## config.mk

```make
export PLATFORM = sky130hd
export DESIGN_NAME = alu_share_arbiter
export DESIGN_NICKNAME = d
export VERILOG_FILES = /design/src/rtl/alu_share_arbiter.sv
export SDC_FILE = /design/constraint.sdc
export NUM_CORES = 1
export LEC_CHECK = 0
export ABC_CLOCK_PERIOD_IN_PS = 3600
export CAP_MARGIN = 0
export CORE_MARGIN = 3
export CORE_UTILIZATION = 38
export DETAILED_ROUTE_END_ITERATION = 10
export PLACE_DENSITY_LB_ADDON = 0.1
export SLEW_MARGIN = 20
export SYNTH_ARGS = -nofsm -noshare
export SYNTH_HDL_FRONTEND = slang
export SYNTH_SLANG_ARGS = --single-unit
```

## constraint.sdc

```tcl
create_clock -name clk -period 3.6 [get_ports clk]
set_input_delay 0.9 -clock clk [delete_from_list [all_inputs] [get_ports clk]]
set_output_delay 0.9 -clock clk [all_outputs]
set_load 0.01 [all_outputs]
```

## src/rtl/alu_share_arbiter.sv

```systemverilog
// alu_share_arbiter
//   Shares one combinational ALU between two requesters. A winning request
//   is captured in IDLE, presented to the ALU from registers for exactly one
//   EXEC cycle, and the registered result is offered on a tagged response
//   channel in RESP until the consumer takes it.
//
//   Optional feature macro: ALU_ARB_ROUND_ROBIN_EN
//     defined   : on contention the requester that did not win last time is
//                 granted (strict alternation).
//     undefined : fixed priority, requester 0 always wins contention.
module alu_share_arbiter #(
  parameter int DATA_W = 32,
  parameter int OP_W   = 4
) (
  input  logic              clk,
  input  logic              reset,

  input  logic              req0_valid,
  output logic              req0_ready,
  input  logic [OP_W-1:0]   req0_op,
  input  logic [DATA_W-1:0] req0_a,
  input  logic [DATA_W-1:0] req0_b,

  input  logic              req1_valid,
  output logic              req1_ready,
  input  logic [OP_W-1:0]   req1_op,
  input  logic [DATA_W-1:0] req1_a,
  input  logic [DATA_W-1:0] req1_b,

  output logic              resp_valid,
  input  logic              resp_ready,
  output logic              resp_id,
  output logic [DATA_W-1:0] resp_data,
  output logic              resp_zero,

  output logic [OP_W-1:0]   alu_control,
  output logic [DATA_W-1:0] alu_a,
  output logic [DATA_W-1:0] alu_b,
  input  logic [DATA_W-1:0] alu_out,
  input  logic              alu_zero,

  output logic              busy
);

  // Arbitration mode resolved at elaboration so last_grant_q is always
  // read, even when fixed priority ignores it.
`ifdef ALU_ARB_ROUND_ROBIN_EN
  localparam bit ROUND_ROBIN = 1'b1;
`else
  localparam bit ROUND_ROBIN = 1'b0;
`endif

  typedef enum logic [1:0] {
    IDLE = 2'd0,
    EXEC = 2'd1,
    RESP = 2'd2
  } state_t;

  state_t              state_q, state_d;

  // Captured operation; these registers drive the ALU directly.
  logic [OP_W-1:0]     op_q, op_d;
  logic [DATA_W-1:0]   a_q, a_d;
  logic [DATA_W-1:0]   b_q, b_d;
  logic                id_q, id_d;
  logic                last_grant_q, last_grant_d;

  // Registered response.
  logic [DATA_W-1:0]   resp_data_q, resp_data_d;
  logic                resp_zero_q, resp_zero_d;
  logic                resp_id_q, resp_id_d;

  // Arbitration signals.
  logic                idle;
  logic                grant_valid;
  logic                grant_id;
  logic                contention_pick;
  logic                accept;

  assign idle = (state_q == IDLE);

  // Grant: a lone requester wins outright; contention follows the mode.
  always_comb begin
    grant_valid     = req0_valid | req1_valid;
    contention_pick = ROUND_ROBIN ? ~last_grant_q : 1'b0;
    grant_id        = 1'b0;
    if (req0_valid && req1_valid) begin
      grant_id = contention_pick;
    end else if (req1_valid) begin
      grant_id = 1'b1;
    end
  end

  // Ready only in IDLE and only towards the granted, valid requester.
  always_comb begin
    req0_ready = idle & grant_valid & ~grant_id;
    req1_ready = idle & grant_valid &  grant_id;
    accept     = (req0_valid & req0_ready) | (req1_valid & req1_ready);
  end

  // Next-state logic for the IDLE -> EXEC -> RESP -> IDLE sequence.
  always_comb begin
    state_d = state_q;
    unique case (state_q)
      IDLE: begin
        if (accept) begin
          state_d = EXEC;
        end
      end
      EXEC: begin
        state_d = RESP;
      end
      RESP: begin
        if (resp_ready) begin
          state_d = IDLE;
        end
      end
      default: begin
        state_d = IDLE;
      end
    endcase
  end

  // Operand capture on handshake; values hold otherwise so the ALU inputs
  // stay at the last latched operation outside EXEC.
  always_comb begin
    op_d         = op_q;
    a_d          = a_q;
    b_d          = b_q;
    id_d         = id_q;
    last_grant_d = last_grant_q;
    if (accept) begin
      id_d         = grant_id;
      last_grant_d = grant_id;
      if (grant_id) begin
        op_d = req1_op;
        a_d  = req1_a;
        b_d  = req1_b;
      end else begin
        op_d = req0_op;
        a_d  = req0_a;
        b_d  = req0_b;
      end
    end
  end

  // Response capture: ALU result is sampled only at the end of EXEC, so the
  // response stays stable for the whole RESP phase.
  always_comb begin
    resp_data_d = resp_data_q;
    resp_zero_d = resp_zero_q;
    resp_id_d   = resp_id_q;
    if (state_q == EXEC) begin
      resp_data_d = alu_out;
      resp_zero_d = alu_zero;
      resp_id_d   = id_q;
    end
  end

  // State register; reset discards any in-flight operation.
  always_ff @(posedge clk) begin
    if (reset) begin
      state_q <= IDLE;
    end else begin
      state_q <= state_d;
    end
  end

  // Captured-operation registers; last_grant resets to 1 so that
  // requester 0 wins the first contention.
  always_ff @(posedge clk) begin
    if (reset) begin
      op_q         <= '0;
      a_q          <= '0;
      b_q          <= '0;
      id_q         <= 1'b0;
      last_grant_q <= 1'b1;
    end else begin
      op_q         <= op_d;
      a_q          <= a_d;
      b_q          <= b_d;
      id_q         <= id_d;
      last_grant_q <= last_grant_d;
    end
  end

  // Response registers.
  always_ff @(posedge clk) begin
    if (reset) begin
      resp_data_q <= '0;
      resp_zero_q <= 1'b0;
      resp_id_q   <= 1'b0;
    end else begin
      resp_data_q <= resp_data_d;
      resp_zero_q <= resp_zero_d;
      resp_id_q   <= resp_id_d;
    end
  end

  assign alu_control = op_q;
  assign alu_a       = a_q;
  assign alu_b       = b_q;

  assign resp_valid  = (state_q == RESP);
  assign resp_id     = resp_id_q;
  assign resp_data   = resp_data_q;
  assign resp_zero   = resp_zero_q;

  assign busy        = ~idle;

endmodule

```

Yosys cells after proc, flatten, opt, wreduce, memory -nomap -nowiden
Index checks and enable logic that the tools add are counted.
- register bits after elaboration: 105
- input port bits: 174
- output and inout bits: 106
- word-level logic and storage cells: 32
- eq/ne operators: 4
- muxes and demuxes: 8
- bitwise gates (word level): 9
- reductions and logical operators: 3
- operators with widths (kind ; count):
    $mux 32 ; 2
    $pmux 2 s3 ; 1
    $and 1x1->1 ; 5
    $mux 2 ; 2
    $mux 4 ; 1
    $ne 2x1->1 const B ; 2
    $eq 2x1->1 const B ; 1
    $eq 2x2->1 const B ; 1
    $logic_not 2->1 ; 1
    $mux 1 ; 2
    $not 1->1 ; 2
    $or 1x1->1 ; 2
    $reduce_and 2->1 ; 1
    $logic_and 1x1->1 ; 1

Logic depth before layout (Yosys ltp)
Gate-level depths: netlist (run 1).
- depth after elaboration: 8
- mapped depth: 6
- gate-level depth less buffers: 3

Least setup slack after synthesis (run 1)
Ideal clock, no wire load.
- path type: input to output
- start point: in req1_valid
- end point: out req1_ready
- arrival time: 1.577 ns
- data required time: 2.700 ns
- slack: 1.123 ns
- cell stages on the path: 4
- buffers on the path: 2
- path through: buf_2 -> clkbuf_1 -> nand2_1 -> nor2_1
- cells in the longest elaborated chain, start to end: 3
- elaborated cells between the ends (all ways): 6
- those cells by class: mux (2); bitwise (3); reduce/logical (1)
- RTL lines (item ; line ; source):
    start, declared ; 24 ; input logic req1_valid,
    $or 1x1->1, or another cell as far along ; 84 ; grant_valid = req0_valid | req1_valid;
    $and 1x1->1 or $mux 1 (tied branches) ; 97, 87 ;
    $and 1x1->1 (*) ; 97 ; req1_ready = idle & grant_valid & grant_id;
    end, declared ; 25 ; output logic req1_ready,
Mark *: on every way between the ends. The rest lies on a longest branch, timed or not.

Final worst setup path (run 1)
Ends and elaborated chain as after synthesis.

==> flow_metrics.env, run 1 <==
export IMPL_routed_wl_um=14420
export IMPL_path_class="in -> out"
export IMPL_min_period_over_period=0.8228
export IMPL_clkLatencyLatePin_ns=0.35
export IMPL_cts_path_max_buffers=2
export IMPL_grt_max_degree=80
export IMPL_grt_overflow=0
export IMPL_p_total_mw=2.768
export IMPL_path_common_cell="clkdlybuf4s50_1"
export IMPL_drive_above_1_share=0.04062
export IMPL_worst_pin_slew_ns=0.7511
export IMPL_cts_clk_slew_worst_paths_ns=0.09
export IMPL_die_w_um=109.7
export IMPL_syn_cell_area_um2=4090
export IMPL_max_freq_ghz=0.3376
export IMPL_power_density_nw_per_um2=389.0
export IMPL_core_area_um2=10420
export IMPL_numPortBuffers=279
export IMPL_grt_setup_unrepaired="false"
export IMPL_grt_pass1_vias=4195
export IMPL_synth_nets=631
export IMPL_netlist_top_cells_area="dfxtp_1 51%, nand2_1 11%, a221o_1 10%"
export IMPL_final_util=0.6832
export IMPL_critPathBufInv=2
export IMPL_layout_nets=884
export IMPL_yosysWarnings=0
export IMPL_critPathRequiredTime_ns=2.70
export IMPL_cts_tree="built"
export IMPL_peakVddDrop_mv=0.1821
export IMPL_gp_congestion=0.7623
export IMPL_start_util=0.3927
export IMPL_synth_edf_count=0
export IMPL_ys_types=22
export IMPL_die_area_um2=12040
export IMPL_synth_area_leader_cell="dfxtp_1"
export IMPL_synthArstFlopShare=0
export IMPL_finalHoldViolCount=0
export IMPL_yosysMostFrequentCell="nand2_1"
export IMPL_syn_avg_cell_area_um2=8.950
export IMPL_h_tree_depth=3
export IMPL_antenna_found_initial=0
export IMPL_antenna_left=0
export IMPL_die_y_um=109.7
export IMPL_grt_pass1_wl_um=21350
export IMPL_antenna_cells=0
export IMPL_crit_chain="clkdlybuf4s50_1 -> nand2_1 -> nor2_1 -> clkdlybuf4s50_1"
export IMPL_cts_setup_buffers=0
export IMPL_drtPass1Iterations=4
export IMPL_ctsResizeCount=0
export IMPL_worst_setup_path_start_kind="input port"
export IMPL_arrival_ns=2.06
export IMPL_hold_class="reg -> reg"
export IMPL_cts_hold_buffers=0
export IMPL_root_buffer="clkbuf_8"
export IMPL_num_vias=4368
export IMPL_routed_via_density=5.139
export IMPL_leakage_nw=2.850
export IMPL_slew_headroom=0.4982
export IMPL_slew_viol_final=0
export IMPL_clkSinkCount=105
export IMPL_post_route_drc_count=0
export IMPL_min_period_ns=2.962
export IMPL_maxCapViolCount=0
export IMPL_fp_row_count=37
export IMPL_syn_inst=457
export IMPL_drt_initial_drc_count=366
export IMPL_crit_fanout=2
export IMPL_numCtsBuffers=9
export IMPL_wl_per_cell_um=16.96
export IMPL_ys_seq_elements=105
export IMPL_synthToLayoutAreaGrowth_pct=74.00
export IMPL_grt_usage=0.2287
export IMPL_ios=280
export IMPL_finalSetupViolations=0
export IMPL_crit_family="buffers and inverters"
export IMPL_finClkSkew_ns=0.01407
export IMPL_fill_cells=835
export IMPL_run_status="finished clean"
export IMPL_end_kind="output pin"
export IMPL_hpwl_um=10790
export IMPL_seq_area_frac_synth=0.5139
export IMPL_timing_setup_tns_ns=0
export IMPL_synth_top_cell_area_share=0.5139
export IMPL_ys_flop_type="dfxtp_1"
export IMPL_slowest_delay_ns=0.54
export IMPL_synth_commonest_cells="121 x nand2_1, 105 x dfxtp_1, 42 x a221o_1, 42 x and3_1, 36 x a21oi_1"
export IMPL_slowest_stage="clkdlybuf4s50_1"
sequential cells by signal (all words and copies together) (netlist names):
name	cells
resp_zero	1
id_q	1
resp_data	32
alu_b	32
alu_control	4
alu_a	32
state_q	2
resp_id	1
cell usage in the layout, fill, tap and decap left out:
master / instances
a21oi_1: 36
a21oi_4: 1
a221o_1: 42
a22o_1: 26
and2_1: 2
and3_1: 42
and4bb_1: 1
buf_2: 1
buf_4: 8
bufinv_16: 1
clkbuf_8: 11
clkdlybuf4s50_1: 278
clkinv_2: 1
clkinv_4: 2
dfxtp_1: 105
inv_1: 1
nand2_1: 121
nand2b_1: 1
nand2b_2: 1
nor2_1: 1
nor2_2: 1
nor2b_1: 1
nor2b_4: 1
nor3_1: 1
nor3_4: 1
o21ai_0: 26
or2_1: 1
area by class of cell:
type	instances	area [µm²]	share of cell area
tap	136	170.2	0.02391
timing repair buffer	287	2848	0.4001
multi-input combinational	306	1789	0.2514
inverter	1	3.754	0.0005274
clock inverter	4	52.55	0.007384
sequential	105	2102	0.2954
clock buffer	11	151.4	0.02127
path summary, 6_finish.rpt:
kind	startpoint	to	slack (ns)	cells past startpoint
setup / recovery	req1_valid	req1_ready	0.64	4
hold / removal	resp_data[3]	resp_data[3]	0.46	2
setup reg to reg	state_q[1]	alu_a[6]	1.90	4
hold reg to reg	resp_data[3]	resp_data[3]	0.46	2
report_power, final:
part           switching, mW  leakage (nW)  internal, mW
registers             0.0581         0.863          1.26
clock network          0.382         0.105         0.358
logic                  0.281          1.88         0.427
routing by layer:
| metal | wire length, µm | up-vias | track usage | share of wire |
|---|---|---|---|---|
| met5 | 0 | - | 0 | 0 |
| met4 | 454 | 0 | 0.09528 | 0.031 |
| met3 | 1383 | 29 | 0.06988 | 0.096 |
| met2 | 7185 | 192 | 0.4015 | 0.50 |
| met1 | 5393 | 2019 | 0.2562 | 0.37 |
| li1 | - | 2128 | - | - |
through the flow:
step	std cells	cell area [µm²]	hold slack, ns	worst slack (ns)
5_1_grt	850	7117	0.4740	0.5783
2_1_floorplan	457	4090	0.4316	1.123
4_1_cts	850	7117	0.4591	0.6349
3_5_place_dp	835	6913	0.4460	0.6363
3_3_place_gp	835	6905	0.4413	0.6233
6_report	850	7117	0.4572	0.6378
cell families after synthesis:
logic type      count (synthesis)  share of synthesized area
compound gates                131                     0.2365
buf+inv                        46                    0.05445
flops                         105                     0.5139
simple gates                  175                     0.1952
worst register-to-register path, cell delays in order, from the launching register on:
cell and delay [ns]:
dfxtp_1 0.40, nor2_2 0.34, and4bb_1 0.25, buf_4 0.42, a221o_1 0.25
Power figures use the tool's default switching activity.
==> inputs of run 2 (changes only) <==
--- a/config.mk
+++ b/config.mk
@@ -5,10 +5,10 @@
 export SDC_FILE = /design/constraint.sdc
 export NUM_CORES = 1
 export LEC_CHECK = 0
-export ABC_CLOCK_PERIOD_IN_PS = 3600
+export ABC_CLOCK_PERIOD_IN_PS = 2500
 export CAP_MARGIN = 0
 export CORE_MARGIN = 3
-export CORE_UTILIZATION = 38
+export CORE_UTILIZATION = 32
 export DETAILED_ROUTE_END_ITERATION = 10
 export PLACE_DENSITY_LB_ADDON = 0.1
 export SLEW_MARGIN = 20
==> constraint.sdc (replaced) <==
create_clock -name clk -period 2.5 [get_ports clk]
set_input_delay 0.625 -clock clk [delete_from_list [all_inputs] [get_ports clk]]
set_output_delay 0.625 -clock clk [all_outputs]
set_load 0.01 [all_outputs]
==> run 2 against run 1 <==
Die area increased by 18%; first-iteration DRC count is 19% lower; non-clock buffer count increased by 5; worst setup slack got worse by 0.48 ns; clock power increased by 120%; wire length decreased by 2.3%; worst hold slack lost 0.0050 ns.
==> flow_metrics.env, run 2 (synthesized netlist as in run 1, its figures left out) <==
export IMPL_ctsResizeCount=1
export IMPL_leakage_nw=2.948
export IMPL_peakVddDrop_mv=0.3520
export IMPL_antenna_found_initial=0
export IMPL_synthToLayoutAreaGrowth_pct=80.18
export IMPL_drt_initial_drc_count=296
export IMPL_cts_hold_buffers=0
export IMPL_drive_above_1_share=0.04583
export IMPL_end_kind="output pin"
export IMPL_ios=280
export IMPL_r2r_start="state_q[1]"
export IMPL_routed_via_density=4.850
export IMPL_wl_met3_um=1250
export IMPL_h_tree_depth=3
export IMPL_slowest_stage="clkdlybuf4s50_1"
export IMPL_final_util=0.6010
export IMPL_routed_wl_um=14090
export IMPL_maxUsedRoutingLayer="met4"
export IMPL_maxCapViolCount=0
export IMPL_slowest_delay_ns=0.57
export IMPL_die_y_um=119.1
export IMPL_cts_tree="built"
export IMPL_critPathRequiredTime_ns=1.88
export IMPL_worst_setup_path_start_kind="register"
export IMPL_seqCellArea_um2=2102
export IMPL_fp_row_count=40
export IMPL_clkLatencyLatePin_ns=0.34
export IMPL_layout_nets=889
export IMPL_crit_chain="nor2_4 -> and2_1 -> clkdlybuf4s50_1"
export IMPL_post_route_drc_count=0
export IMPL_num_vias=4307
export IMPL_hp_start="resp_data[23]"
export IMPL_numPortBuffers=279
export IMPL_clkSinkCount=105
export IMPL_slew_viol_final=0
export IMPL_arrival_ns=1.72
export IMPL_cts_setup_buffers=0
export IMPL_ff2ff_path_depth=4
export IMPL_power_density_nw_per_um2=615.2
export IMPL_crit_fanout=6
export IMPL_hold_path_depth=2
export IMPL_multiInputGateArea_um2=1787
export IMPL_antenna_cells=0
export IMPL_wl_per_cell_um=15.86
export IMPL_grt_max_degree=46
export IMPL_slew_headroom=0.7419
export IMPL_max_freq_ghz=0.4273
export IMPL_grt_usage=0.1910
export IMPL_finalSetupViolations=0
export IMPL_final_cell_mix="277 x clkdlybuf4s50_1, 121 x nand2_1, 105 x dfxtp_1"
export IMPL_dp_cells=872
export IMPL_worst_pin_slew_ns=0.3872
export IMPL_hpwl_um=10400
export IMPL_start_util=0.3336
export IMPL_crit_path_start="state_q[1]"
export IMPL_drtPass1Iterations=6
export IMPL_hold_class="reg -> reg"
export IMPL_final_cells=888
export IMPL_die_w_um=119.1
export IMPL_root_buffer="clkbuf_16"
export IMPL_min_period_over_period=0.9360
export IMPL_cts_clk_slew_worst_paths_ns=0.06
export IMPL_path_class="reg -> out"
export IMPL_cts_path_max_buffers=2
export IMPL_grt_setup_unrepaired="false"
export IMPL_min_period_ns=2.340
export IMPL_placedInstanceArea_um2=7020
export IMPL_holdWs_ns=0.4522
export IMPL_antenna_left=0
export IMPL_design_area_um2=7370
export IMPL_core_area_um2=12260
export IMPL_finClkSkew_ns=0.006528
export IMPL_die_area_um2=14170
export IMPL_numCtsBuffers=9
export IMPL_met1_length_um=5739
export IMPL_fill_cells=1075
export IMPL_layout_commonest_cell="clkdlybuf4s50_1"
export IMPL_finalHoldViolCount=0
export IMPL_grt_pass1_wl_um=21890
export IMPL_gp_congestion=0.7690
export IMPL_wl_met2_um=6653
export IMPL_run_status="finished clean"
export IMPL_grt_overflow=0
export IMPL_grt_pass1_vias=4225
==> run 2: cell type report <==
cell class,count,share of cell area
repair buffers,292,0.3964
flip-flops and latches,105,0.2852
multi-input cells,306,0.2424
clock buffers,11,0.03294
well taps,168,0.02852
clock inverters,5,0.01392
inverters,1,0.0005093
==> run 2: worst max-delay path, delay by kind of cell, from the launching register on <==
family / cells / cell delay [ns]
buffers and inverters: 1 / 0.57
DFF: 1 / 0.39
and+or+nand+nor: 2 / 0.42
==> run 2: final timing paths <==
path	endpoint	slack [ns]
setup reg to reg	alu_a[12]	1.03
hold reg to reg	resp_data[23]	0.45
setup / recovery	req0_ready	0.16
hold / removal	resp_data[23]	0.45
==> run 2: power by group <==
part           total, mW  internal (mW)  switching, mW
combinational       1.04          0.632          0.403
sequential          1.90           1.82         0.0825
clock               1.60           1.00          0.593
total               4.53           3.46           1.08
==> run 2: routing by layer <==
metal / up-vias / global-route usage
met2: 179 / 0.3137
met3: 29 / 0.06363
met5: - / 0
li1: 2137 / -
met4: 0 / 0.08182
met1: 1962 / 0.2276
==> run 2: through the flow <==
stage | worst slack [ns] | power [mW] | TNS [ns]
after floorplan | 0.5732 | 2.317 | 0
after global placement | -0.1215 | 2.963 | -0.1215
after detailed placement | -0.1220 | 2.977 | -0.1501
after CTS | 0.01750 | 4.594 | 0
after global routing | 0.08470 | 4.734 | 0
final | 0.1599 | 4.534 | 0
